$ cat config.mk
export PLATFORM = sky130hd
export DESIGN_NAME = seg7_scan_display
export DESIGN_NICKNAME = d
export VERILOG_FILES = /design/src/rtl/seg7_scan_display.sv
export SDC_FILE = /design/constraint.sdc
export NUM_CORES = 1
export LEC_CHECK = 0
export ABC_AREA = 0
export BUFFER_PORTS_ARGS = -buffer_cell sky130_fd_sc_hd__buf_2
export CORE_MARGIN = 2
export CORE_UTILIZATION = 55
export DETAILED_ROUTE_END_ITERATION = 10
export PLACE_DENSITY = 0.75
export RECOVER_POWER = 100
export SETUP_SLACK_MARGIN = 0.3
export SLEW_MARGIN = 10
export SYNTH_ARGS = -nofsm -noshare
export SYNTH_HDL_FRONTEND = slang
export SYNTH_SLANG_ARGS = --single-unit
$ cat constraint.sdc
create_clock -name clk -period 2.85 [get_ports clk]
set_input_delay 0.7125 -clock clk [delete_from_list [all_inputs] [get_ports clk]]
set_output_delay 0.7125 -clock clk [all_outputs]
set_load 0.01 [all_outputs]
$ cat src/rtl/seg7_scan_display.sv
// Multiplexed common-anode 7-segment scanner: one BCD digit lit per slot, with
// leading-zero blanking, per-digit blink and a dark guard cycle at every digit switch.
module seg7_scan_display #(
    parameter int NB_DIGITS      = 4,
    parameter int SCAN_DIV       = 50000,
    parameter int BLINK_HALF     = 25000000,
    parameter bit SEG_ACTIVE_LOW = 1'b1,
    parameter bit AN_ACTIVE_LOW  = 1'b1
) (
    input  logic                   clk,
    input  logic                   reset,
    input  logic [4*NB_DIGITS-1:0] digits,
    input  logic                   blankLeading,
    input  logic [NB_DIGITS-1:0]   blinkMask,
    input  logic [NB_DIGITS-1:0]   dpMask,
    output logic [6:0]             seg,
    output logic                   dp,
    output logic [NB_DIGITS-1:0]   an,
    output logic                   frameTick
);

    localparam int CW = (SCAN_DIV > 1) ? $clog2(SCAN_DIV) : 1;
    localparam int BW = (BLINK_HALF > 1) ? $clog2(BLINK_HALF) : 1;
    localparam int IW = (NB_DIGITS > 1) ? $clog2(NB_DIGITS) : 1;

    localparam logic [CW-1:0] CNT_MAX   = CW'(SCAN_DIV - 1);
    localparam logic [BW-1:0] BLINK_MAX = BW'(BLINK_HALF - 1);
    localparam logic [IW-1:0] IDX_MAX   = IW'(NB_DIGITS - 1);

    // XOR masks: an active-high pattern XOR the mask gives the pin level, and the
    // mask itself is the "everything off" level.
    localparam logic [6:0]           SEG_OFF = {7{SEG_ACTIVE_LOW}};
    localparam logic                 DP_OFF  = SEG_ACTIVE_LOW;
    localparam logic [NB_DIGITS-1:0] AN_OFF  = {NB_DIGITS{AN_ACTIVE_LOW}};

    function automatic logic [6:0] bcd_to_seg(input logic [3:0] d);
        logic [6:0] s;
        case (d)
            4'd0:    s = 7'b0111111;
            4'd1:    s = 7'b0000110;
            4'd2:    s = 7'b1011011;
            4'd3:    s = 7'b1001111;
            4'd4:    s = 7'b1100110;
            4'd5:    s = 7'b1101101;
            4'd6:    s = 7'b1111101;
            4'd7:    s = 7'b0000111;
            4'd8:    s = 7'b1111111;
            4'd9:    s = 7'b1101111;
            default: s = 7'b1000000;
        endcase
        return s;
    endfunction

    logic [CW-1:0]        cnt_q, cnt_d;
    logic [IW-1:0]        idx_q, idx_d;
    logic                 guard_q, guard_d;
    logic [BW-1:0]        blink_cnt_q, blink_cnt_d;
    logic                 blink_phase_q, blink_phase_d;
    logic                 frame_tick_q, frame_tick_d;
    logic [6:0]           seg_q, seg_d;
    logic                 dp_q, dp_d;
    logic [NB_DIGITS-1:0] an_q, an_d;

    logic [3:0]           digit_val [NB_DIGITS];
    logic [NB_DIGITS-1:0] lead_blank;
    logic                 zero_run;
    logic                 cnt_wrap;
    logic                 blink_wrap;
    logic                 digit_hidden;
    logic [6:0]           seg_hi;
    logic [NB_DIGITS-1:0] an_hi;

    genvar gi;
    generate
        for (gi = 0; gi < NB_DIGITS; gi++) begin : g_digit
            assign digit_val[gi] = digits[4*gi +: 4];
        end
    endgenerate

    // A digit is a leading zero when it and every more significant digit are zero;
    // digit 0 always stays visible so a value of zero still shows "0".
    always_comb begin
        lead_blank = '0;
        zero_run   = 1'b1;
        for (int i = NB_DIGITS - 1; i >= 0; i--) begin
            zero_run      = zero_run & (digit_val[i] == 4'd0);
            lead_blank[i] = blankLeading & zero_run & (i != 0);
        end
    end

    always_comb begin
        cnt_wrap      = (cnt_q == CNT_MAX);
        cnt_d         = cnt_wrap ? '0 : cnt_q + CW'(1);
        idx_d         = idx_q;
        if (cnt_wrap) begin
            idx_d = (idx_q == IDX_MAX) ? '0 : idx_q + IW'(1);
        end
        guard_d       = cnt_wrap;
        frame_tick_d  = cnt_wrap & (idx_q == IDX_MAX);

        blink_wrap    = (blink_cnt_q == BLINK_MAX);
        blink_cnt_d   = blink_wrap ? '0 : blink_cnt_q + BW'(1);
        blink_phase_d = blink_phase_q ^ blink_wrap;

        digit_hidden  = lead_blank[idx_q] | (blink_phase_q & blinkMask[idx_q]);
        seg_hi        = bcd_to_seg(digit_val[idx_q]);
        an_hi         = '0;
        an_hi[idx_q]  = 1'b1;

        seg_d = SEG_OFF;
        dp_d  = DP_OFF;
        an_d  = AN_OFF;
        if (!guard_q && !digit_hidden) begin
            seg_d = seg_hi ^ SEG_OFF;
            dp_d  = dpMask[idx_q] ^ DP_OFF;
            an_d  = an_hi ^ AN_OFF;
        end
    end

    always_ff @(posedge clk or posedge reset) begin
        if (reset) begin
            cnt_q         <= '0;
            idx_q         <= '0;
            guard_q       <= 1'b1;
            blink_cnt_q   <= '0;
            blink_phase_q <= 1'b0;
            frame_tick_q  <= 1'b0;
            seg_q         <= SEG_OFF;
            dp_q          <= DP_OFF;
            an_q          <= AN_OFF;
        end else begin
            cnt_q         <= cnt_d;
            idx_q         <= idx_d;
            guard_q       <= guard_d;
            blink_cnt_q   <= blink_cnt_d;
            blink_phase_q <= blink_phase_d;
            frame_tick_q  <= frame_tick_d;
            seg_q         <= seg_d;
            dp_q          <= dp_d;
            an_q          <= an_d;
        end
    end

    assign seg       = seg_q;
    assign dp        = dp_q;
    assign an        = an_q;
    assign frameTick = frame_tick_q;

endmodule

==> flow_metrics.py, run 1 <==
metrics = {
    "status": {
        "status": "complete, no violations",
    },
    "synth": {
        "syn_avg_cell_area_um2": 10.6,
        "synth_edf_count": 0,
        "ys_seq_area_share_pct": 49.2,
        "ys_ff_latch": 58,
        "yosys-top-cells-area": "dfrtp_1, dfstp_2, xnor2_1",
        "syn-num-nets": 318,
        "synth_top_area_cell": "dfrtp_1",
        "synthFlopType": "dfrtp_1",
        "synth-warning-count": 0,
        "synth_top_area_share_pct": 37.8,
        "syn_area_um2": 2980,
        "yosysUniqueCellTypes": 39,
        "async_reset_ff_share_pct": 100,
        "postSynthCellCount": 280,
    },
    "floorplanning": {
        "rows": 26,
        "fp.dieArea_um2": 6030,
        "initial_core_util_pct": 57.6,
        "fp.dieW_um": 77.6,
        "coreArea_um2": 5170,
        "ios": 40,
        "die_h_um": 77.6,
    },
    "setup_path": {
        "required_ns": 3.07,
        "r2r-start": "cnt_q[7]$_DFF_PP0_",
        "end_kind": "flip-flop",
        "startpoint_type": "flip-flop",
        "cp.arrival_ns": 2.58,
        "path_class": "flip-flop to flip-flop",
        "cp_max_fo": 13,
        "startpoint": "cnt_q[7]$_DFF_PP0_",
        "r2r_cells": 4,
    },
    "clock_network": {
        "holdBufCountCts": 0,
        "htreeDepth": 3,
        "cts_setup_buffers": 0,
        "numCtsBuffers": 9,
        "cts_tree": "done",
        "clk_pin_slew_worst_paths_ns": 0.06,
        "clk_latency_ns": 0.33,
        "cts_resized": 0,
        "clockRootBuffer": "clkbuf_8",
        "clk_path_buf_depth": 2,
        "cts_sinks": 58,
    },
    "layout": {
        "multiInputGateArea_um2": 1420,
        "n_fill_cell": 416,
        "n_antenna_cell": 0,
        "final_cell_mix": "dfrtp_1, nor2_1, nand3_1, buf_2, clkbuf_1",
        "seqCellArea_um2": 1470,
        "syn_to_final_growth_pct": 14.4,
        "layout_commonest_cell": "dfrtp_1",
        "nNetsFinal": 366,
        "drive_gt1_share_pct": 20.1,
    },
    "sta": {
        "fmax_mhz": 423,
        "fin_tns_setup_ns": 0,
        "slew_violations": 0,
        "post-route-period-util_pct": 82.9,
        "hold_viol": 0,
        "clock_skew_ns": 0.0100,
        "setup_violations": 0,
        "rsz0062_at_grt": "no",
        "fin_crit_ns": 2.36,
        "max_slew.worst_pin.slew_ns": 1.37,
        "maxSlewHeadroom_pct": 8.98,
    },
    "global_routing": {
        "antenna_found_initial": 0,
        "overflow": 0,
        "grt_usage_pct": 22.0,
        "grt_max_degree": 59,
        "grt_pass1_vias": 2272,
        "grt_pass1_wl_um": 10300,
    },
    "route": {
        "drc": 0,
        "vias_per_cell": 5.49,
        "num_vias": 2214,
        "wire_per_inst_um": 14.7,
        "wl_um": 5920,
        "ant_nets": 0,
        "first_pass_iters": 4,
        "drtIter0Drc": 135,
    },
    "worst_hold_path": {
        "hold_start": "cnt_q[11]$_DFF_PP0_",
        "min_delay_path_depth": 1,
        "hold_path.class": "flip-flop to flip-flop",
    },
    "job": {
        "cap_violations": 0,
    },
    "power": {
        "leakage_nw": 1.51,
        "power_density_nw_per_um2": 491,
        "ir_drop_mv": 0.274,
        "finalPower_mw": 1.68,
    },
    "place": {
        "globalplace.congestion": 0.878,
        "hpwl_um": 4160,
        "numPortBuffers": 39,
    },
}
## worst paths after layout
check,endpoint,slack (ns)
min reg2reg,cnt_q[11]$_DFF_PP0_,0.50
max reg2reg,idx_q[1]$_DFFE_PP0P_,0.49
min in group asynchronous,cnt_q[6]$_DFF_PP0_,0.85
max,idx_q[1]$_DFFE_PP0P_,0.49
max in group asynchronous,blink_cnt_q[6]$_DFF_PP0_,1.19
min,cnt_q[11]$_DFF_PP0_,0.50
## flip-flops by register name, indices dropped and copies added (netlist names)
signal	flops
blink_cnt_q	25
cnt_q	16
seg	7
an	4
idx_q	2
blink_phase_q	1
dp	1
frameTick	1
guard_q	1
## routing by layer
metal | part of all wire (%) | vias up | GRT usage [%]
met1 | 44 | 1073 | 27.7
met5 | 0 | - | 0
met2 | 51 | 38 | 34.5
li1 | - | 1095 | -
met4 | 1.5 | 0 | 9.46
met3 | 3.6 | 8 | 7.33
## where the power goes
part	switching [mW]	internal [mW]	total [mW]
Combinational	0.0469	0.0320	0.0789
Clock	0.304	0.451	0.755
Sequential	0.00237	0.839	0.842
## area by class of cell
| type | instances | share of cell area, % |
|---|---|---|
| multi-input cells | 204 | 41.6 |
| clock inverters | 2 | 1.03 |
| well taps | 70 | 2.57 |
| flip-flops and latches | 58 | 43.0 |
| repair buffers | 43 | 5.72 |
| inverters | 12 | 1.32 |
| clock buffers | 14 | 4.77 |
## cells in the mapped netlist, drive strengths merged, types with 6 or more instances
master,n
nand3,28
mux4,6
xor2,13
ha,11
a21oi,7
xnor2,17
inv,12
dfstp,13
nand2,17
o21ai,9
nor4,13
nor2,30
dfrtp,45
nand4,12
## critical path, cell delays in order (launching register included)
cell and delay (ns):
dfrtp_1 0.40, or4b_2 0.67, nor4_1 0.29, clkbuf_1 0.49
mux2_2 0.39
## per-stage QoR
| step | hold slack [ns] | utilization, % | cell area, um^2 | setup slack, ns | instances |
|---|---|---|---|---|---|
| floorplan | 0.445 | - | 2980 | 0.731 | 280 |
| global placement | 0.471 | 63.4 | 3280 | 0.808 | 387 |
| detailed placement | 0.479 | 63.4 | 3280 | 0.750 | 387 |
| CTS | 0.492 | 67.2 | 3470 | 0.753 | 403 |
| global route | 0.514 | 65.9 | 3410 | 0.281 | 403 |
| finish | 0.499 | 65.9 | 3410 | 0.486 | 403 |
## logic make-up after synthesis
logic type | Yosys count | share of synthesized area [%]
AOI/OAI and AO/OA | 21 | 4.28
muxes | 13 | 6.97
buffers and inverters | 18 | 2.31
xor gates and xnor gates | 30 | 8.81
and+or+nand+nor | 129 | 23.8
adders and majority gates | 11 | 4.62
DFF | 58 | 49.2
Power figures use the tool's default switching activity.
==> run 2: changes to the inputs <==
--- a/config.mk
+++ b/config.mk
@@ -8,9 +8,9 @@
 export ABC_AREA = 0
 export BUFFER_PORTS_ARGS = -buffer_cell sky130_fd_sc_hd__buf_2
 export CORE_MARGIN = 2
-export CORE_UTILIZATION = 55
+export CORE_UTILIZATION = 52
 export DETAILED_ROUTE_END_ITERATION = 10
-export PLACE_DENSITY = 0.75
+export PLACE_DENSITY = 0.74
 export RECOVER_POWER = 100
 export SETUP_SLACK_MARGIN = 0.3
 export SLEW_MARGIN = 10
==> constraint.sdc (replaced) <==
create_clock -name clk -period 2.1 [get_ports clk]
set_input_delay 0.525 -clock clk [delete_from_list [all_inputs] [get_ports clk]]
set_output_delay 0.525 -clock clk [all_outputs]
set_load 0.01 [all_outputs]
==> run 2 against run 1 <==
- fmax grew 24%
- critical path depth is 1 higher
- register-to-register slack lost 0.30 ns
- sequential share of layout area is 2.8 points lower
- clock power rose by 32%
- final cell count is 6.2% higher
- sequential cell count unchanged
- routed wire length increased by 10%
- combinational power rose by 43%
- count of clock-buffer cells in the layout is 5 lower
- critical endpoint is now blink_cnt_q[21]$_DFF_PP0_
- largest cell class is now multi-input gates
- largest power group unchanged
- highest routed layer unchanged
==> flow_metrics.py, run 2 (same netlist as run 1, synthesis figures left out) <==
metrics = {
    "clock_network": {
        "cts_tree": "done",
        "clk_pin_slew_worst_paths_ns": 0.07,
        "clockRootBuffer": "clkbuf_8",
        "numCtsBuffers": 9,
        "clk_latency_ns": 0.34,
        "cts_sinks": 58,
        "htreeDepth": 3,
        "clk_path_buf_depth": 2,
    },
    "place": {
        "globalplace.congestion": 0.866,
        "dp_cells": 395,
        "placed_area_um2": 3360,
        "numPortBuffers": 39,
        "place_ws_ns": 0.187,
        "hpwl_um": 4370,
    },
    "sta": {
        "fin_tns_setup_ns": 0,
        "slew_violations": 0,
        "fmax_mhz": 523,
        "post-route-period-util_pct": 91.1,
        "fin_hold_ws_ns": 0.306,
        "setup_violations": 0,
        "rsz0062_at_grt": "yes",
        "fin_crit_ns": 1.91,
        "hold_viol": 0,
        "worst_slack_ns": 0.187,
        "clock_skew_ns": 0.0107,
        "maxSlewHeadroom_pct": 43.0,
        "max_slew.worst_pin.slew_ns": 0.850,
    },
    "global_routing": {
        "overflow": 0,
        "grt_usage_pct": 22.1,
        "grt_pass1_vias": 2365,
        "grt_pass1_wl_um": 10800,
        "antenna_found_initial": 0,
        "grt_max_degree": 26,
    },
    "setup_path": {
        "cp.arrival_ns": 2.12,
        "startpoint": "blink_cnt_q[3]$_DFF_PP0_",
        "path_class": "flip-flop to flip-flop",
        "required_ns": 2.31,
        "end_kind": "flip-flop",
        "r2r-start": "blink_cnt_q[3]$_DFF_PP0_",
        "startpoint_type": "flip-flop",
        "cp_max_fo": 4,
    },
    "route": {
        "ant_nets": 0,
        "num_vias": 2353,
        "vias_per_cell": 5.50,
        "drtIter0Drc": 124,
        "drc": 0,
        "wl_um": 6510,
        "first_pass_iters": 4,
        "wire_per_inst_um": 15.2,
    },
    "floorplanning": {
        "die_h_um": 79.7,
        "rows": 27,
        "fp.dieArea_um2": 6360,
        "coreArea_um2": 5510,
        "ios": 40,
        "fp.dieW_um": 79.7,
        "initial_core_util_pct": 54.1,
    },
    "layout": {
        "fin_util_pct": 66.6,
        "syn_to_final_growth_pct": 23.0,
        "drive_gt1_share_pct": 29.5,
        "largest_reg_flops": 25,
        "regMostFlops": "blink_cnt_q",
        "multiInputGateArea_um2": 1490,
        "nNetsFinal": 389,
        "seqCellArea_um2": 1480,
        "final_area_um2": 3670,
        "n_antenna_cell": 0,
        "finalNonFillerCells": 428,
        "n_fill_cell": 450,
        "final_cell_mix": "dfrtp_1, nor2_1, nand3_1, buf_2, clkbuf_1",
        "layout_commonest_cell": "dfrtp_1",
    },
    "status": {
        "status": "complete, no violations",
    },
    "power": {
        "ir_drop_mv": 0.442,
        "leakage_nw": 1.62,
        "internal-power_mw": 1.73,
        "switching_power_mw": 0.527,
        "switching_share_pct": 23.3,
        "p_comb_share_pct": 5.0,
        "finalPower_mw": 2.26,
        "p_clk_share_pct": 44.3,
        "power_density_nw_per_um2": 615,
        "seqPwrFrac_pct": 50.6,
    },
    "job": {
        "cap_violations": 0,
    },
    "worst_hold_path": {
        "hold_path.class": "input port to async pin",
    },
}
-- run 2: what timing repair did --
action	4_1_cts	5_1_grt
setup endpoints to repair	15	19
gates resized for setup	12	15
hold buffers	0	0
pin swaps	1	4
buffers inserted	5	12
-- run 2: routing by layer --
layer / GRT usage, % / up-vias / wire length, um
li1: - / 1138 / -
met1: 27.6 / 1160 / 2820
met2: 36.8 / 42 / 3390
met3: 5.20 / 13 / 159
met4: 8.97 / 0 / 133
met5: 0 / - / 0
-- run 2: critical path: stages (launching register included) --
cell and delay (ns):
dfrtp_1 0.40, and3_1 0.25, or4b_1 0.54, buf_4 0.18, o31ai_1 0.31, a21oi_2 0.10
-- run 2: final timing paths --
path | slack [ns] | endpoint | depth (start not counted)
worst max-delay path | 0.19 | blink_cnt_q[21]$_DFF_PP0_ | 5
worst min-delay path | 0.31 | cnt_q[5]$_DFF_PP0_ | 2
worst max register to register | 0.19 | blink_cnt_q[21]$_DFF_PP0_ | 5
worst min register to register | 0.48 | cnt_q[0]$_DFF_PP0_ | 1
max in group asynchronous | 0.65 | blink_cnt_q[0]$_DFF_PP0_ | 3
min in group clk | 0.48 | cnt_q[0]$_DFF_PP0_ | 1
-- run 2: layout make-up --
type	instances	area share (%)
multi-input combinational	204	40.7
sequential	58	40.2
timing repair buffer	66	10.1
clock buffer	9	3.38
tap	72	2.46
clock inverter	7	1.91
inverter	12	1.26
-- run 2: power by group through the flow --
stage	sequential [mW]	combinational, mW	clock [mW]
after global placement	1.16	0.116	0
after CTS	1.14	0.118	1.02
final	1.14	0.113	1.00
after floorplan	1.17	0.0533	0
after detailed placement	1.16	0.118	0
after global routing	1.14	0.128	1.07
==> run 3: changes to the inputs <==
--- a/config.mk
+++ b/config.mk
@@ -6,11 +6,12 @@
 export NUM_CORES = 1
 export LEC_CHECK = 0
 export ABC_AREA = 0
-export BUFFER_PORTS_ARGS = -buffer_cell sky130_fd_sc_hd__buf_2
+export BUFFER_PORTS_ARGS = -buffer_cell sky130_fd_sc_hd__buf_4
 export CORE_MARGIN = 2
 export CORE_UTILIZATION = 52
 export DETAILED_ROUTE_END_ITERATION = 10
-export PLACE_DENSITY = 0.74
+export HOLD_SLACK_MARGIN = 0.03
+export PLACE_DENSITY_LB_ADDON = 0.15
 export RECOVER_POWER = 100
 export SETUP_SLACK_MARGIN = 0.3
 export SLEW_MARGIN = 10
==> run 3 against run 2 <==
- critical path depth down 1
- clock power increased by 9%
- global-route usage decreased by 0.57 points
- core utilization rose by 1.5 points
- critical endpoint is now idx_q[0]$_DFFE_PP0P_
==> flow_metrics.py, run 3 (same netlist as run 1, synthesis figures left out) <==
metrics = {
    "status": {
        "status": "complete, no violations",
    },
    "power": {
        "seqPwrFrac_pct": 48.5,
        "finalPower_mw": 2.35,
        "switching_power_mw": 0.474,
        "switching_share_pct": 20.2,
        "internal-power_mw": 1.88,
        "leakage_nw": 1.66,
        "p_clk_share_pct": 46.1,
        "ir_drop_mv": 0.389,
        "p_comb_share_pct": 5.3,
        "power_density_nw_per_um2": 627,
    },
    "floorplanning": {
        "coreArea_um2": 5510,
        "initial_core_util_pct": 54.1,
        "die_h_um": 79.7,
        "rows": 27,
        "ios": 40,
        "fp.dieW_um": 79.7,
        "fp.dieArea_um2": 6360,
    },
    "place": {
        "hpwl_um": 4050,
        "numPortBuffers": 39,
        "globalplace.congestion": 0.771,
        "dp_cells": 395,
    },
    "global_routing": {
        "grt_util_met1_pct": 26.4,
        "grt_pass1_wl_um": 10400,
        "grt_max_degree": 59,
        "grt.met2_usage_pct": 35.0,
        "grt_pass1_vias": 2321,
        "grt.busiest_layer": "met2",
        "antenna_found_initial": 0,
        "grt_usage_pct": 21.5,
        "grt_use_met3_pct": 7.13,
        "overflow": 0,
    },
    "layout": {
        "final_cell_mix": "buf_4, dfrtp_1, nor2_1, nand3_1, clkbuf_1",
        "syn_to_final_growth_pct": 25.8,
        "layout_commonest_cell": "buf_4",
        "nNetsFinal": 388,
        "multiInputGateArea_um2": 1490,
        "n_fill_cell": 458,
        "seqCellArea_um2": 1480,
        "drive_gt1_share_pct": 29.3,
        "largest_reg_flops": 25,
        "finalNonFillerCells": 427,
        "n_antenna_cell": 0,
        "regMostFlops": "blink_cnt_q",
    },
    "sta": {
        "fmax_mhz": 542,
        "slew_violations": 0,
        "post-route-period-util_pct": 87.8,
        "setup_violations": 0,
        "fin_crit_ns": 1.84,
        "maxSlewHeadroom_pct": 8.05,
        "fin_tns_setup_ns": 0,
        "hold_viol": 0,
        "max_slew.worst_pin.slew_ns": 1.38,
        "rsz0062_at_grt": "yes",
        "clock_skew_ns": 0.00509,
    },
    "setup_path": {
        "crit_path_max_incr_delay_ns": 0.54,
        "cp_cell_sequence": "or4b_4 > nor4_4 > clkbuf_1 > mux2_1",
        "path_delay_family": "simple AND/OR/NAND/NOR gates",
        "crit_path_end": "idx_q[0]$_DFFE_PP0P_",
        "cp_max_fo": 3,
        "slowest_stage": "or4b_4",
        "startpoint_type": "flip-flop",
        "ff2ff_setup_slack_ns": 0.26,
        "r2r_cells": 4,
        "rr_endpoint": "idx_q[0]$_DFFE_PP0P_",
        "r2r-start": "cnt_q[11]$_DFF_PP0_",
        "cp.arrival_ns": 2.05,
        "path_class": "flip-flop to flip-flop",
        "required_ns": 2.31,
        "path_buf_inv": 1,
        "startpoint": "cnt_q[11]$_DFF_PP0_",
        "end_kind": "flip-flop",
        "cp_num_cells": 4,
    },
    "clock_network": {
        "cts_sinks": 58,
        "numCtsBuffers": 9,
        "clk_latency_ns": 0.33,
        "clk_path_buf_depth": 2,
        "clockRootBuffer": "clkbuf_8",
        "htreeDepth": 3,
        "cts_tree": "done",
        "clk_pin_slew_worst_paths_ns": 0.06,
    },
    "route": {
        "ant_nets": 0,
        "first_pass_iters": 4,
        "drtIter0Drc": 110,
        "wire_per_inst_um": 14.3,
        "wl_um": 6110,
        "drc": 0,
        "num_vias": 2338,
        "vias_per_cell": 5.48,
    },
    "worst_hold_path": {
        "hold_path.class": "flip-flop to flip-flop",
    },
    "job": {
        "cap_violations": 0,
    },
}
## run 3: cell type report
cell class / count / area share [%]
clock buffer: 15 / 4.97
clock inverter: 1 / 0.800
inverter: 12 / 1.23
multi-input combinational: 204 / 39.7
sequential: 58 / 39.3
tap: 72 / 2.40
timing repair buffer: 65 / 11.5
## run 3: metal layers
metal / part of all wire [%] / vias to the layer above / wire [um]
met3: 5.5 / 10 / 338
met4: 1.3 / 0 / 81
met1: 43 / 1126 / 2630
met2: 50 / 60 / 3060
li1: - / 1142 / -
met5: 0 / - / 0
## run 3: metrics by stage
stage / util, % / setup slack [ns] / hold slack (ns) / cell area [um^2]
3_3_place_gp: 62.8 / 0.231 / 0.477 / 3460
3_5_place_dp: 62.8 / 0.160 / 0.479 / 3460
5_1_grt: 68.1 / 0.150 / 0.521 / 3750
2_1_floorplan: - / 0.324 / 0.445 / 3010
4_1_cts: 67.4 / 0.272 / 0.277 / 3710
6_report: 68.1 / 0.256 / 0.487 / 3750
## run 3: what timing repair did
item / in CTS / in global routing
setup buffers: 2 / 14
setup endpoints to repair: 11 / 24
hold buffers: 0 / 0
gates resized for setup: 9 / 17
pin swaps: 1 / 6
## run 3: worst register-to-register path, cell delays in order (launching register included)
cell	delay, ns
dfrtp_1	0.41
or4b_4	0.54
nor4_4	0.20
clkbuf_1	0.23
mux2_1	0.35
## run 3: power by group through the flow
stage	clock (mW)	combinational, mW	sequential (mW)
detailed placement	0	0.136	1.16
finish	1.09	0.125	1.14
global route	1.17	0.141	1.14
CTS	1.12	0.136	1.14
floorplan	0	0.0533	1.17
global placement	0	0.134	1.16
## run 3: worst min-delay path by stage
stage	slack, ns	from	to	depth (start not counted)
after floorplan	0.45	blink_cnt_q[18]$_DFF_PP0_	blink_cnt_q[18]$_DFF_PP0_	1
after global placement	0.48	cnt_q[0]$_DFF_PP0_	cnt_q[0]$_DFF_PP0_	1
after detailed placement	0.48	cnt_q[0]$_DFF_PP0_	cnt_q[0]$_DFF_PP0_	1
after CTS	0.28	reset	blink_cnt_q[23]$_DFF_PP0_	3
after global routing	0.52	blink_cnt_q[22]$_DFF_PP0_	blink_cnt_q[22]$_DFF_PP0_	1
final	0.49	cnt_q[0]$_DFF_PP0_	cnt_q[0]$_DFF_PP0_	1
